===== src/rtl/control_multiciclo.sv =====
// Multicycle RV32I control FSM: sequences PC/IR/regfile/ALU/memory, traps on illegal opcodes
// and memory timeouts, counts retired instructions. Strobes are combinational from registered state.
module control_multiciclo #(
   parameter int WAIT_MAX = 16,
   parameter int CNT_W    = 32
) (
   input  logic             CLK,
   input  logic             RST_n,
   input  logic [6:0]       opcode,
   input  logic             cond_true,
   input  logic             mem_ready,
   output logic             pc_write,
   output logic             ir_write,
   output logic             mem_read,
   output logic             mem_write,
   output logic             reg_write,
   output logic [1:0]       alu_src_a,
   output logic [1:0]       alu_src_b,
   output logic [1:0]       alu_op,
   output logic [1:0]       result_src,
   output logic             pc_src,
   output logic             busy,
   output logic [1:0]       fault,
   output logic [CNT_W-1:0] instret
);

   localparam int WW = $clog2(WAIT_MAX + 1);

   localparam logic [6:0] OP_R      = 7'h33;
   localparam logic [6:0] OP_I      = 7'h13;
   localparam logic [6:0] OP_LOAD   = 7'h03;
   localparam logic [6:0] OP_STORE  = 7'h23;
   localparam logic [6:0] OP_BRANCH = 7'h63;
   localparam logic [6:0] OP_JAL    = 7'h6F;
   localparam logic [6:0] OP_JALR   = 7'h67;
   localparam logic [6:0] OP_LUI    = 7'h37;
   localparam logic [6:0] OP_AUIPC  = 7'h17;

   typedef enum logic [2:0] {
      S_IDLE, S_FETCH, S_DECODE, S_EXECUTE, S_MEMORY, S_WRITEBACK, S_TRAP
   } state_t;

   state_t           state_q, state_d;
   logic [WW-1:0]    wait_q, wait_d;
   logic [1:0]       fault_q, fault_d;
   logic [CNT_W-1:0] instret_q, instret_d;
   logic             timeout;
   logic             retire;

   always_ff @(posedge CLK or negedge RST_n) begin
      if (!RST_n) begin
         state_q   <= S_IDLE;
         wait_q    <= '0;
         fault_q   <= 2'd0;
         instret_q <= '0;
      end else begin
         state_q   <= state_d;
         wait_q    <= wait_d;
         fault_q   <= fault_d;
         instret_q <= instret_d;
      end
   end

   always_comb begin
      state_d    = state_q;
      fault_d    = fault_q;
      pc_write   = 1'b0;
      ir_write   = 1'b0;
      mem_read   = 1'b0;
      mem_write  = 1'b0;
      reg_write  = 1'b0;
      alu_src_a  = 2'd0;
      alu_src_b  = 2'd0;
      alu_op     = 2'd0;
      result_src = 2'd0;
      pc_src     = 1'b0;
      // This cycle would be the WAIT_MAX-th consecutive one without a handshake.
      timeout    = !mem_ready && (wait_q == WW'(WAIT_MAX - 1));

      case (state_q)
         S_IDLE: state_d = S_FETCH;

         S_FETCH: begin
            mem_read  = 1'b1;
            alu_src_b = 2'd2;
            if (mem_ready) begin
               ir_write = 1'b1;
               pc_write = 1'b1;
               state_d  = S_DECODE;
            end else if (timeout) begin
               state_d = S_TRAP;
               fault_d = 2'd2;
            end
         end

         S_DECODE: begin
            alu_src_a = 2'd3;
            alu_src_b = 2'd1;
            case (opcode)
               OP_R, OP_I, OP_LOAD, OP_STORE, OP_BRANCH,
               OP_JAL, OP_JALR, OP_LUI, OP_AUIPC: state_d = S_EXECUTE;
               default: begin
                  state_d = S_TRAP;
                  fault_d = 2'd1;
               end
            endcase
         end

         S_EXECUTE: begin
            case (opcode)
               OP_R: begin
                  alu_src_a = 2'd1;
                  alu_op    = 2'd2;
                  state_d   = S_WRITEBACK;
               end
               OP_I: begin
                  alu_src_a = 2'd1;
                  alu_src_b = 2'd1;
                  alu_op    = 2'd2;
                  state_d   = S_WRITEBACK;
               end
               OP_LOAD, OP_STORE: begin
                  alu_src_a = 2'd1;
                  alu_src_b = 2'd1;
                  state_d   = S_MEMORY;
               end
               OP_BRANCH: begin
                  alu_src_a = 2'd1;
                  alu_op    = 2'd1;
                  pc_write  = cond_true;
                  pc_src    = 1'b1;
                  state_d   = S_FETCH;
               end
               OP_JAL: begin
                  pc_write   = 1'b1;
                  pc_src     = 1'b1;
                  reg_write  = 1'b1;
                  result_src = 2'd2;
                  state_d    = S_FETCH;
               end
               OP_JALR: begin
                  alu_src_a = 2'd1;
                  alu_src_b = 2'd1;
                  state_d   = S_WRITEBACK;
               end
               OP_LUI: begin
                  alu_src_a = 2'd2;
                  alu_src_b = 2'd1;
                  state_d   = S_WRITEBACK;
               end
               OP_AUIPC: begin
                  alu_src_a = 2'd3;
                  alu_src_b = 2'd1;
                  state_d   = S_WRITEBACK;
               end
               default: begin
                  // IR is stable after DECODE, so only a corrupted opcode lands here.
                  state_d = S_TRAP;
                  fault_d = 2'd1;
               end
            endcase
         end

         S_MEMORY: begin
            mem_read  = (opcode == OP_LOAD);
            mem_write = (opcode != OP_LOAD);
            if (mem_ready) begin
               state_d = (opcode == OP_LOAD) ? S_WRITEBACK : S_FETCH;
            end else if (timeout) begin
               state_d = S_TRAP;
               fault_d = 2'd2;
            end
         end

         S_WRITEBACK: begin
            reg_write = 1'b1;
            if (opcode == OP_LOAD) begin
               result_src = 2'd1;
            end else if (opcode == OP_JALR) begin
               result_src = 2'd2;
               pc_write   = 1'b1;
               pc_src     = 1'b1;
            end
            state_d = S_FETCH;
         end

         default: state_d = S_TRAP;
      endcase
   end

   always_comb begin
      wait_d = '0;
      if (state_d == state_q && (state_q == S_FETCH || state_q == S_MEMORY) && !mem_ready) begin
         wait_d = wait_q + WW'(1);
      end else if (state_d == state_q) begin
         wait_d = wait_q;
      end

      retire    = (state_d == S_FETCH) &&
                  (state_q == S_EXECUTE || state_q == S_MEMORY || state_q == S_WRITEBACK);
      instret_d = retire ? instret_q + CNT_W'(1) : instret_q;
   end

   assign busy    = (state_q != S_IDLE) && (state_q != S_TRAP);
   assign fault   = fault_q;
   assign instret = instret_q;

endmodule


===== config.mk =====
export PLATFORM = sky130hd
export DESIGN_NAME = control_multiciclo
export DESIGN_NICKNAME = d
export VERILOG_FILES = /design/src/rtl/control_multiciclo.sv
export SDC_FILE = /design/constraint.sdc
export NUM_CORES = 1
export LEC_CHECK = 0
export CAP_MARGIN = 20
export CORE_MARGIN = 2
export CORE_UTILIZATION = 45
export DETAILED_ROUTE_END_ITERATION = 10
export GPL_ROUTABILITY_DRIVEN = 0
export PLACE_DENSITY_LB_ADDON = 0.08
export SLEW_MARGIN = 20
export SYNTH_ARGS = -nofsm -noshare
export SYNTH_HDL_FRONTEND = slang
export SYNTH_SLANG_ARGS = --single-unit
export TNS_END_PERCENT = 20

===== constraint.sdc =====
create_clock -name CLK -period 2.1 [get_ports CLK]
set_input_delay 0.42 -clock CLK [delete_from_list [all_inputs] [get_ports CLK]]
set_output_delay 0.42 -clock CLK [all_outputs]
set_load 0.01 [all_outputs]

==> results of run 1 <==
## layout by cell type (no fill, tap or decap), drive strengths merged, types with 2 or more instances in the layout
cell	netlist	final
clkbuf	3	9
clkdlybuf4s50	0	36
nand4	9	9
and4	2	2
nand2b	6	6
buf	8	61
o21ai	9	9
a21boi	3	3
clkdlybuf4s15	0	3
nor3	22	22
nor3b	4	4
nand3b	3	3
nor4	10	10
xor2	28	28
a21oi	9	9
dfrtp	42	42
nand4b	2	2
nand3	17	17
and2	3	3
dlygate4sd2	0	15
nor2	17	17
and3	4	4
nand2	19	19
or3	2	2
inv	10	11
xnor2	8	8
nor2b	2	2
ha	3	3
o21bai	3	3
## through the flow
| step | area [um2] | cells | power (mW) |
|---|---|---|---|
| finish | 3840 | 455 | 3.32 |
| floorplan | 2630 | 269 | 1.88 |
| CTS | 3840 | 455 | 3.34 |
| global route | 3840 | 455 | 3.54 |
| detailed placement | 3710 | 446 | 2.78 |
| global placement | 3710 | 446 | 2.75 |
## metal layers
| metal | up-vias | GRT usage, % |
|---|---|---|
| li1 | 1193 | - |
| met1 | 1196 | 29.9 |
| met2 | 67 | 37.0 |
| met3 | 11 | 3.73 |
| met4 | 0 | 6.55 |
| met5 | - | 0 |
## power by group through the flow
stage                     registers, mW  logic, mW  clock network (mW)
after floorplan                    1.02      0.867                   0
after global placement             1.00       1.75                   0
after detailed placement           1.00       1.78                   0
after CTS                         0.992       1.77               0.580
after global routing               1.01       1.92               0.611
final                             0.994       1.76               0.564
## cell families after synthesis
kind of cell	after synthesis	share of synthesized area [%]
AND/OR/NAND/NOR	127	30.2
multiplexers	2	0.825
XOR/XNOR	36	12.2
flip-flops	42	40.8
adder cells (fa/ha/maj)	3	1.46
AO/OA/AOI/OAI	38	11.0
buffers and inverters	21	3.54
## sequential cells by signal, indices dropped and copies added, names as in the netlist
name and flops:
wait_q 5, instret 32, state_q 3, fault 2
## synthesized netlist by cell type (all sizes together), types with 2 or more instances
cell type	instances
ha	3
nor3	22
xnor2	8
a21boi	3
and4	2
dfrtp	42
nand3	17
nor2b	2
nor4	10
nand2b	6
buf	8
o21ai	9
or3	2
nand4	9
nor3b	4
nor2	17
clkbuf	3
and3	4
and2	3
inv	10
a21oi	9
nand3b	3
nand2	19
o21bai	3
nand4b	2
xor2	28
## final cells by class
cell class / instances / share of cell area [%]
Clock buffer: 7 / 2.25
Clock inverter: 1 / 0.228
Inverter: 10 / 0.978
Multi-Input combinational cell: 206 / 40.4
Sequential cell: 42 / 27.4
Tap cell: 72 / 2.35
Timing Repair Buffer: 117 / 26.4
## worst paths after layout
check,endpoint,slack (ns),cells past startpoint
max,instret[31],-0.09,8
min,instret[22],0.19,2
max reg2reg,instret[31],-0.09,8
min reg2reg,instret[31],0.46,1
max in group asynchronous,state_q[2],1.52,2
min in group CLK,instret[31],0.46,1
## what timing repair did
action | in CTS | in global routing
pin swaps | 4 | 0
resized for setup | 47 | 5
buffers inserted | 1 | 0
gates cloned | 0 | 0
setup endpoints to repair | 45 | 36
## worst max-delay path, cell delays in order (launching register included)
cell and delay [ns]:
dfrtp_1 0.39, ha_2 0.19, and3_4 0.18, ha_4 0.16, o22a_1 0.17, o221ai_2 0.19
or4b_1 0.48, nor3_2 0.20, xor2_1 0.16
==> flow_metrics.env, run 1 <==
export IMPL_clkPwrFrac_pct=17.0
export IMPL_path_clk_slew_ns=0.09
export IMPL_switching_share_pct=38.9
export IMPL_grt_overflow_total=0
export IMPL_async_flop_share_pct=100
export IMPL_synth_area_um2=2580
export IMPL_rows=27
export IMPL_crit_path_end_kind="flip-flop"
export IMPL_regArea_um2=1050
export IMPL_fin_ws_ns=-0.0870
export IMPL_layout_drive_gt1_share_pct=28.7
export IMPL_cp_arrival_ns=2.42
export IMPL_pre_cts_slack_ns=-0.575
export IMPL_cts_tree="built"
export IMPL_yosysWarningCount=0
export IMPL_worstPathRequired_ns=2.33
export IMPL_final_setup_viol_count=15
export IMPL_final_nets=396
export IMPL_gr_usage_all_layers_pct=22.3
export IMPL_hold_buffers=0
export IMPL_skew_ns=0.0106
export IMPL_vdd_drop_max_mv=0.549
export IMPL_synth_nets=283
export IMPL_cp_max_fo=3
export IMPL_fmax_ghz=0.457
export IMPL_setup_tns_ns=-0.656
export IMPL_dr_wl_met2_um=3190
export IMPL_cts_sinks=42
export IMPL_grt_max_degree=43
export IMPL_antenna_found_initial=0
export IMPL_yosysTopAreaCell="dfrtp_1"
export IMPL_die_w_um=79.7
export IMPL_wl_per_cell_um=14.7
export IMPL_drt_met1_wl_um=3110
export IMPL_drc_errors=0
export IMPL_hpwl_um=4980
export IMPL_coreArea_um2=5510
export IMPL_max_slew_margin_pct=62.8
export IMPL_multiInputGateArea_um2=1550
export IMPL_die_area_um2=6350
export IMPL_cap_viol_max_count=0
export IMPL_vias_per_cell=5.42
export IMPL_power_frac_comb_pct=53.0
export IMPL_dr_max_layer_used="met4"
export IMPL_synth_flop_cell="dfrtp_1"
export IMPL_pwr_share_seq_pct=30.0
export IMPL_grt_pass1_wl_um=11100
export IMPL_worstMarginPinSlew_ns=0.558
export IMPL_vias=2467
export IMPL_period_needed_ns=2.19
export IMPL_dr_wl_met3_um=259
export IMPL_avgSynthCellArea_um2=9.59
export IMPL_crit_type="flip-flop to flip-flop"
export IMPL_clk_latency_ns=0.30
export IMPL_synth_cell_types=55
export IMPL_final_max_slew_viol_count=0
export IMPL_regToRegStartpoint="wait_q[1]"
export IMPL_first_pass_iters=4
export IMPL_synth_area_top_cells="dfrtp_1, xor2_1, nor3_1, nand3_1, nand2_1"
export IMPL_powerDensity_nw_per_um2=864
export IMPL_start_kind="flip-flop"
export IMPL_synth_edf_count=0
export IMPL_initial_core_util_pct=46.8
export IMPL_cp_startpoint="wait_q[1]"
export IMPL_clockBufferDepth=2
export IMPL_p_int_mw=2.03
export IMPL_synth_seq_area_share_pct=40.8
export IMPL_ant_nets=0
export IMPL_grt_pass1_vias=2412
export IMPL_io_pins=60
export IMPL_numCtsBuffers=5
export IMPL_drtIter0Drc=121
export IMPL_die_h_um=79.7
export IMPL_cts_root_buffer="clkbuf_8"
export IMPL_syn_to_final_growth_pct=48.9
export IMPL_hp_class="input port to async pin"
export IMPL_min_period_over_period_pct=104
export IMPL_portBuffers=59
export IMPL_status="complete, but fails checks"
export IMPL_violations="setup timing"
export IMPL_finish_utilization_pct=69.7
export IMPL_drt_total_wl_um=6670
export IMPL_n_fill_cell=458
export IMPL_syn_inst=269
export IMPL_ys_ff_latch=42
export IMPL_rsz0062_at_grt="yes"
export IMPL_switchingPower_mw=1.29
export IMPL_yosysTopAreaCellShare_pct=40.8
export IMPL_cts_max_level=2
export IMPL_power_leakage_nw=1.74
export IMPL_whs_ns=0.188
export IMPL_num_antenna_cells=0
export IMPL_hold_viol=0
No activity file was read; power rests on OpenSTA's default activity.
==> inputs of run 2 (changes only) <==
--- a/config.mk
+++ b/config.mk
@@ -7,7 +7,7 @@
 export LEC_CHECK = 0
 export CAP_MARGIN = 20
 export CORE_MARGIN = 2
-export CORE_UTILIZATION = 45
+export CORE_UTILIZATION = 35
 export DETAILED_ROUTE_END_ITERATION = 10
 export GPL_ROUTABILITY_DRIVEN = 0
 export PLACE_DENSITY_LB_ADDON = 0.08
==> constraint.sdc (replaced) <==
create_clock -name CLK -period 2.37 [get_ports CLK]
set_input_delay 0.474 -clock CLK [delete_from_list [all_inputs] [get_ports CLK]]
set_output_delay 0.474 -clock CLK [all_outputs]
set_load 0.01 [all_outputs]
==> run 2 against run 1 <==
Combinational power fell by 12%. Global-route usage down 5.4 points. Wire length decreased by 1.6%. The run now ends clean.
==> flow_metrics.env, run 2 (same netlist as run 1, synthesis figures left out) <==
export IMPL_status="completed"
export IMPL_vias=2340
export IMPL_cts_tree="built"
export IMPL_layout_drive_gt1_share_pct=27.0
export IMPL_p_int_mw=1.79
export IMPL_coreArea_um2=7180
export IMPL_ant_nets=0
export IMPL_grt_overflow_total=0
export IMPL_cts_sinks=42
export IMPL_pwr_share_seq_pct=30.6
export IMPL_hp_class="input port to async pin"
export IMPL_path_depth=6
export IMPL_final_nets=391
export IMPL_cp_max_fo=3
export IMPL_vias_per_cell=4.91
export IMPL_met3_usage_pct=3.27
export IMPL_syn_to_final_growth_pct=49.1
export IMPL_cap_viol_max_count=0
export IMPL_switchingPower_mw=1.14
export IMPL_antenna_found_initial=0
export IMPL_worstPathRequired_ns=1.90
export IMPL_mostFrequentLayoutCell="buf_4"
export IMPL_gr_usage_all_layers_pct=16.9
export IMPL_vdd_drop_max_mv=0.545
export IMPL_skew_ns=0.0101
export IMPL_power_frac_comb_pct=52.9
export IMPL_first_pass_iters=4
export IMPL_powerDensity_nw_per_um2=763
export IMPL_crit_family="buffers and inverters"
export IMPL_die_w_um=89.8
export IMPL_start_kind="input port"
export IMPL_total_power_mw=2.93
export IMPL_die_h_um=89.8
export IMPL_cts_root_buffer="clkbuf_8"
export IMPL_rows=31
export IMPL_layout_common_cells="buf_4, dfrtp_1, clkdlybuf4s50_1, xor2_1, nand2_1"
export IMPL_io_pins=60
export IMPL_drc_errors=0
export IMPL_wl_per_cell_um=13.8
export IMPL_crit_type="input port to output pin"
export IMPL_worstMarginPinSlew_ns=0.544
export IMPL_clk_latency_ns=0.30
export IMPL_final_setup_viol_count=0
export IMPL_top_usage_layer="met2"
export IMPL_grt_pass1_wl_um=11300
export IMPL_reg2reg_depth=8
export IMPL_rsz0062_at_grt="yes"
export IMPL_portBuffers=59
export IMPL_path_buf_inv=2
export IMPL_max_stage_delay_ns=0.50
export IMPL_fmax_ghz=0.422
export IMPL_period_needed_ns=2.37
export IMPL_hold_viol=0
export IMPL_path_clk_slew_ns=0.09
export IMPL_switching_share_pct=38.9
export IMPL_drt_total_wl_um=6560
export IMPL_grt_util_met1_pct=23.9
export IMPL_max_slew_margin_pct=63.7
export IMPL_num_antenna_cells=0
export IMPL_cp_arrival_ns=1.89
export IMPL_initial_core_util_pct=35.9
export IMPL_cp_slowest_cell="clkdlybuf4s50_1"
export IMPL_use_met2_pct=26.6
export IMPL_drtIter0Drc=97
export IMPL_crit_chain="clkdlybuf4s50_1 > and4bb_2 > nand3_2 > nor2_4 > a211o_1 > clkdlybuf4s15_1"
export IMPL_clkPwrFrac_pct=16.5
export IMPL_clockBufferDepth=2
export IMPL_grt_pass1_vias=2325
export IMPL_crit_path_end_kind="output pin"
export IMPL_pre_cts_slack_ns=-0.392
export IMPL_final_max_slew_viol_count=0
export IMPL_die_area_um2=8070
export IMPL_numCtsBuffers=5
export IMPL_largest_register_ffs=32
export IMPL_power_leakage_nw=1.75
export IMPL_fin_ws_ns=0.00228
export IMPL_cts_max_level=2
export IMPL_min_period_over_period_pct=99.9
export IMPL_grt_max_degree=43
export IMPL_hpwl_um=4900
-- run 2: cell types whose count changed in the layout (fill, tap and decap cells not counted), moves of 3 or more --
| cell | change |
|---|---|
| buf_4 | -6 |
| clkdlybuf4s50_1 | +3 |
| dlygate4sd2_1 | -6 |
| dlymetal6s2s_1 | +4 |
| nor4_1 | +3 |
| nor4_2 | -5 |
-- run 2: per-layer routing --
layer | vias to the layer above | share of wire, %
met5 | - | 0
met4 | 0 | 0.64
met3 | 2 | 3.5
met2 | 51 | 45
met1 | 1108 | 50
li1 | 1179 | -
-- run 2: final timing paths --
kind / end / from / slack [ns]
worst max-delay path: pc_write / opcode[2] / 0.002
worst min-delay path: instret[29] / RST_n / 0.23
worst max register to register: instret[29] / wait_q[1] / 0.13
worst min register to register: instret[31] / instret[31] / 0.47
max in group asynchronous: state_q[2] / RST_n / 1.71
min in group CLK: instret[31] / instret[31] / 0.47
-- run 2: power by group through the flow --
stage / Combinational, mW / Sequential, mW / Clock [mW]
global placement: 1.51 / 0.907 / 0
floorplan: 0.752 / 0.901 / 0
finish: 1.55 / 0.897 / 0.484
CTS: 1.51 / 0.896 / 0.507
detailed placement: 1.52 / 0.907 / 0
global route: 1.69 / 0.914 / 0.539
-- run 2: area by class of cell --
cell class	instances	area, um2
Clock inverter	1	5.00
Multi-Input combinational cell	206	1550
Fill cell	699	3330
Clock buffer	7	86.3
Tap cell	99	124
Sequential cell	42	1050
Timing Repair Buffer	112	987
Inverter	10	37.5
-- run 2: metrics by stage --
stage               area, um2  utilization [%]  setup TNS (ns)  cells  hold WS [ns]
floorplan                2580                -               0    269         0.178
global placement         3630             50.6          -10.16    467         0.454
detailed placement       3630             50.6          -10.95    467         0.461
CTS                      3770             52.5          -0.166    477         0.254
global route             3840             53.6          -0.153    477         0.284
finish                   3840             53.6               0    477         0.225
-- run 2: timing repair --
item | 4_1_cts | 5_1_grt
hold buffers | 0 | 0
endpoints found under the setup margin | 16 | 30
buffers inserted | 2 | 0
gates resized for setup | 31 | 25
pin swaps | 1 | 5
cloned | 0 | 0
-- run 2: worst reg2reg max path, delay by kind of cell (launching register included) --
family,cells,cell delay (ns)
xor gates and xnor gates,1,0.17
AOI/OAI and AO/OA,2,0.40
DFF,1,0.40
and+or+nand+nor,3,0.82
adders and majority gates,2,0.39
==> inputs of run 3 (changes only) <==
--- a/config.mk
+++ b/config.mk
@@ -5,6 +5,7 @@
 export SDC_FILE = /design/constraint.sdc
 export NUM_CORES = 1
 export LEC_CHECK = 0
+export ABC_CLOCK_PERIOD_IN_PS = 2700
 export CAP_MARGIN = 20
 export CORE_MARGIN = 2
 export CORE_UTILIZATION = 35
==> constraint.sdc (replaced) <==
create_clock -name CLK -period 2.7 [get_ports CLK]
set_input_delay 0.54 -clock CLK [delete_from_list [all_inputs] [get_ports CLK]]
set_output_delay 0.54 -clock CLK [all_outputs]
set_load 0.01 [all_outputs]
==> run 3 against run 2 <==
Hold slack improved by 0.023 ns. Clock power up 5.6%. Power shrank 15%. Critical path type unchanged. Critical endpoint is now pc_src. Largest power group unchanged.
==> flow_metrics.env, run 3 (same netlist as run 1, synthesis figures left out) <==
export IMPL_worstMarginPinSlew_ns=0.632
export IMPL_io_pins=60
export IMPL_cp_startpoint="opcode[5]"
export IMPL_cts_max_level=2
export IMPL_setup_tns_ns=0
export IMPL_dr_wl_met2_um=2990
export IMPL_fin_ws_ns=0.0983
export IMPL_max_slew_margin_pct=57.8
export IMPL_ant_nets=0
export IMPL_timing_rr_end="instret[27]"
export IMPL_status="completed"
export IMPL_path_clk_slew_ns=0.09
export IMPL_grt_max_degree=29
export IMPL_crit_type="input port to output pin"
export IMPL_hp_class="input port to async pin"
export IMPL_start_kind="input port"
export IMPL_drt_met1_wl_um=3230
export IMPL_coreArea_um2=7180
export IMPL_grt_pass1_wl_um=11300
export IMPL_syn_to_final_growth_pct=40.7
export IMPL_final_cells=459
export IMPL_first_pass_iters=4
export IMPL_cp_arrival_ns=2.06
export IMPL_clk_latency_ns=0.30
export IMPL_cts_tree="built"
export IMPL_regToRegStartpoint="wait_q[0]"
export IMPL_skew_ns=0.00896
export IMPL_hold_viol=0
export IMPL_layout_drive_gt1_share_pct=19.4
export IMPL_final_nets=373
export IMPL_grt_pass1_vias=2299
export IMPL_largest_register_ffs=32
export IMPL_drc_errors=0
export IMPL_initial_core_util_pct=35.9
export IMPL_final_max_slew_viol_count=0
export IMPL_stdcell_area_um2=3630
export IMPL_finish_utilization_pct=50.6
export IMPL_die_area_um2=8070
export IMPL_vdd_drop_max_mv=0.474
export IMPL_vias=2326
export IMPL_powerDensity_nw_per_um2=686
export IMPL_die_w_um=89.8
export IMPL_cts_sinks=42
export IMPL_placed_area_um2=3500
export IMPL_grt_overflow_total=0
export IMPL_die_h_um=89.8
export IMPL_wl_per_cell_um=14.3
export IMPL_min_period_over_period_pct=96.4
export IMPL_pre_cts_slack_ns=-0.187
export IMPL_num_antenna_cells=0
export IMPL_power_leakage_nw=1.68
export IMPL_final_setup_viol_count=0
export IMPL_drt_total_wl_um=6560
export IMPL_reg2reg_depth=8
export IMPL_worstPathRequired_ns=2.16
export IMPL_ff2ff_setup_slack_ns=0.30
export IMPL_dp_cells=451
export IMPL_crit_path_end_kind="output pin"
export IMPL_rows=31
export IMPL_fmax_ghz=0.384
export IMPL_clockBufferDepth=2
export IMPL_numCtsBuffers=5
export IMPL_layout_common_cells="clkdlybuf4s50_1, dfrtp_1, buf_4, xor2_1, nand2_1"
export IMPL_rsz0062_at_grt="no"
export IMPL_vias_per_cell=5.07
export IMPL_mostFrequentLayoutCell="clkdlybuf4s50_1"
export IMPL_cp_endpoint="pc_src"
export IMPL_hpwl_um=4870
export IMPL_gr_usage_all_layers_pct=17.0
export IMPL_period_needed_ns=2.60
export IMPL_antenna_found_initial=0
export IMPL_portBuffers=59
export IMPL_drtIter0Drc=112
export IMPL_whs_ns=0.248
export IMPL_total_power_mw=2.49
export IMPL_cts_setup_buffers=0
export IMPL_cp_max_fo=3
export IMPL_cap_viol_max_count=0
export IMPL_dr_max_layer_used="met4"
export IMPL_cts_root_buffer="clkbuf_8"
export IMPL_dr_wl_met3_um=269
-- run 3: cell type report --
type,instances,area [um2]
fillers,719,3550
multi-input cells,206,1460
flip-flops and latches,42,1050
repair buffers,94,848
well taps,99,124
clock buffers,5,68.8
clock inverters,3,43.8
inverters,10,37.5
-- run 3: what timing repair did --
| action | in CTS | in global routing |
|---|---|---|
| setup endpoints to repair | 12 | 5 |
| hold buffers | 0 | 0 |
| resized for setup | 13 | 8 |
-- run 3: critical path: stages --
cell             delay (ns)
clkdlybuf4s50_1        0.45
and3b_2                0.23
nand2_1                0.12
nor3_2                 0.05
buf_4                  0.14
or2_2                  0.26
dlygate4sd2_1          0.28
-- run 3: worst min-delay path by stage --
stage           startpoint           to  cells past startpoint
4_1_cts              RST_n  instret[28]                      1
5_1_grt              RST_n  instret[28]                      1
6_report             RST_n  instret[28]                      1
2_1_floorplan        RST_n     fault[0]                      0
3_5_place_dp   instret[31]  instret[31]                      1
3_3_place_gp   instret[31]  instret[31]                      1
-- run 3: power by group --
group / internal (mW) / leakage [nW] / switching, mW
Clock: 0.277 / 0.0585 / 0.233
Sequential: 0.695 / 0.515 / 0.122
Combinational: 0.554 / 1.10 / 0.608
Total: 1.53 / 1.68 / 0.963
-- run 3: layer usage --
metal	up-vias	track usage, %
met4	0	4.10
met1	1128	24.5
met5	-	0
met2	46	26.3
met3	6	3.35
li1	1146	-
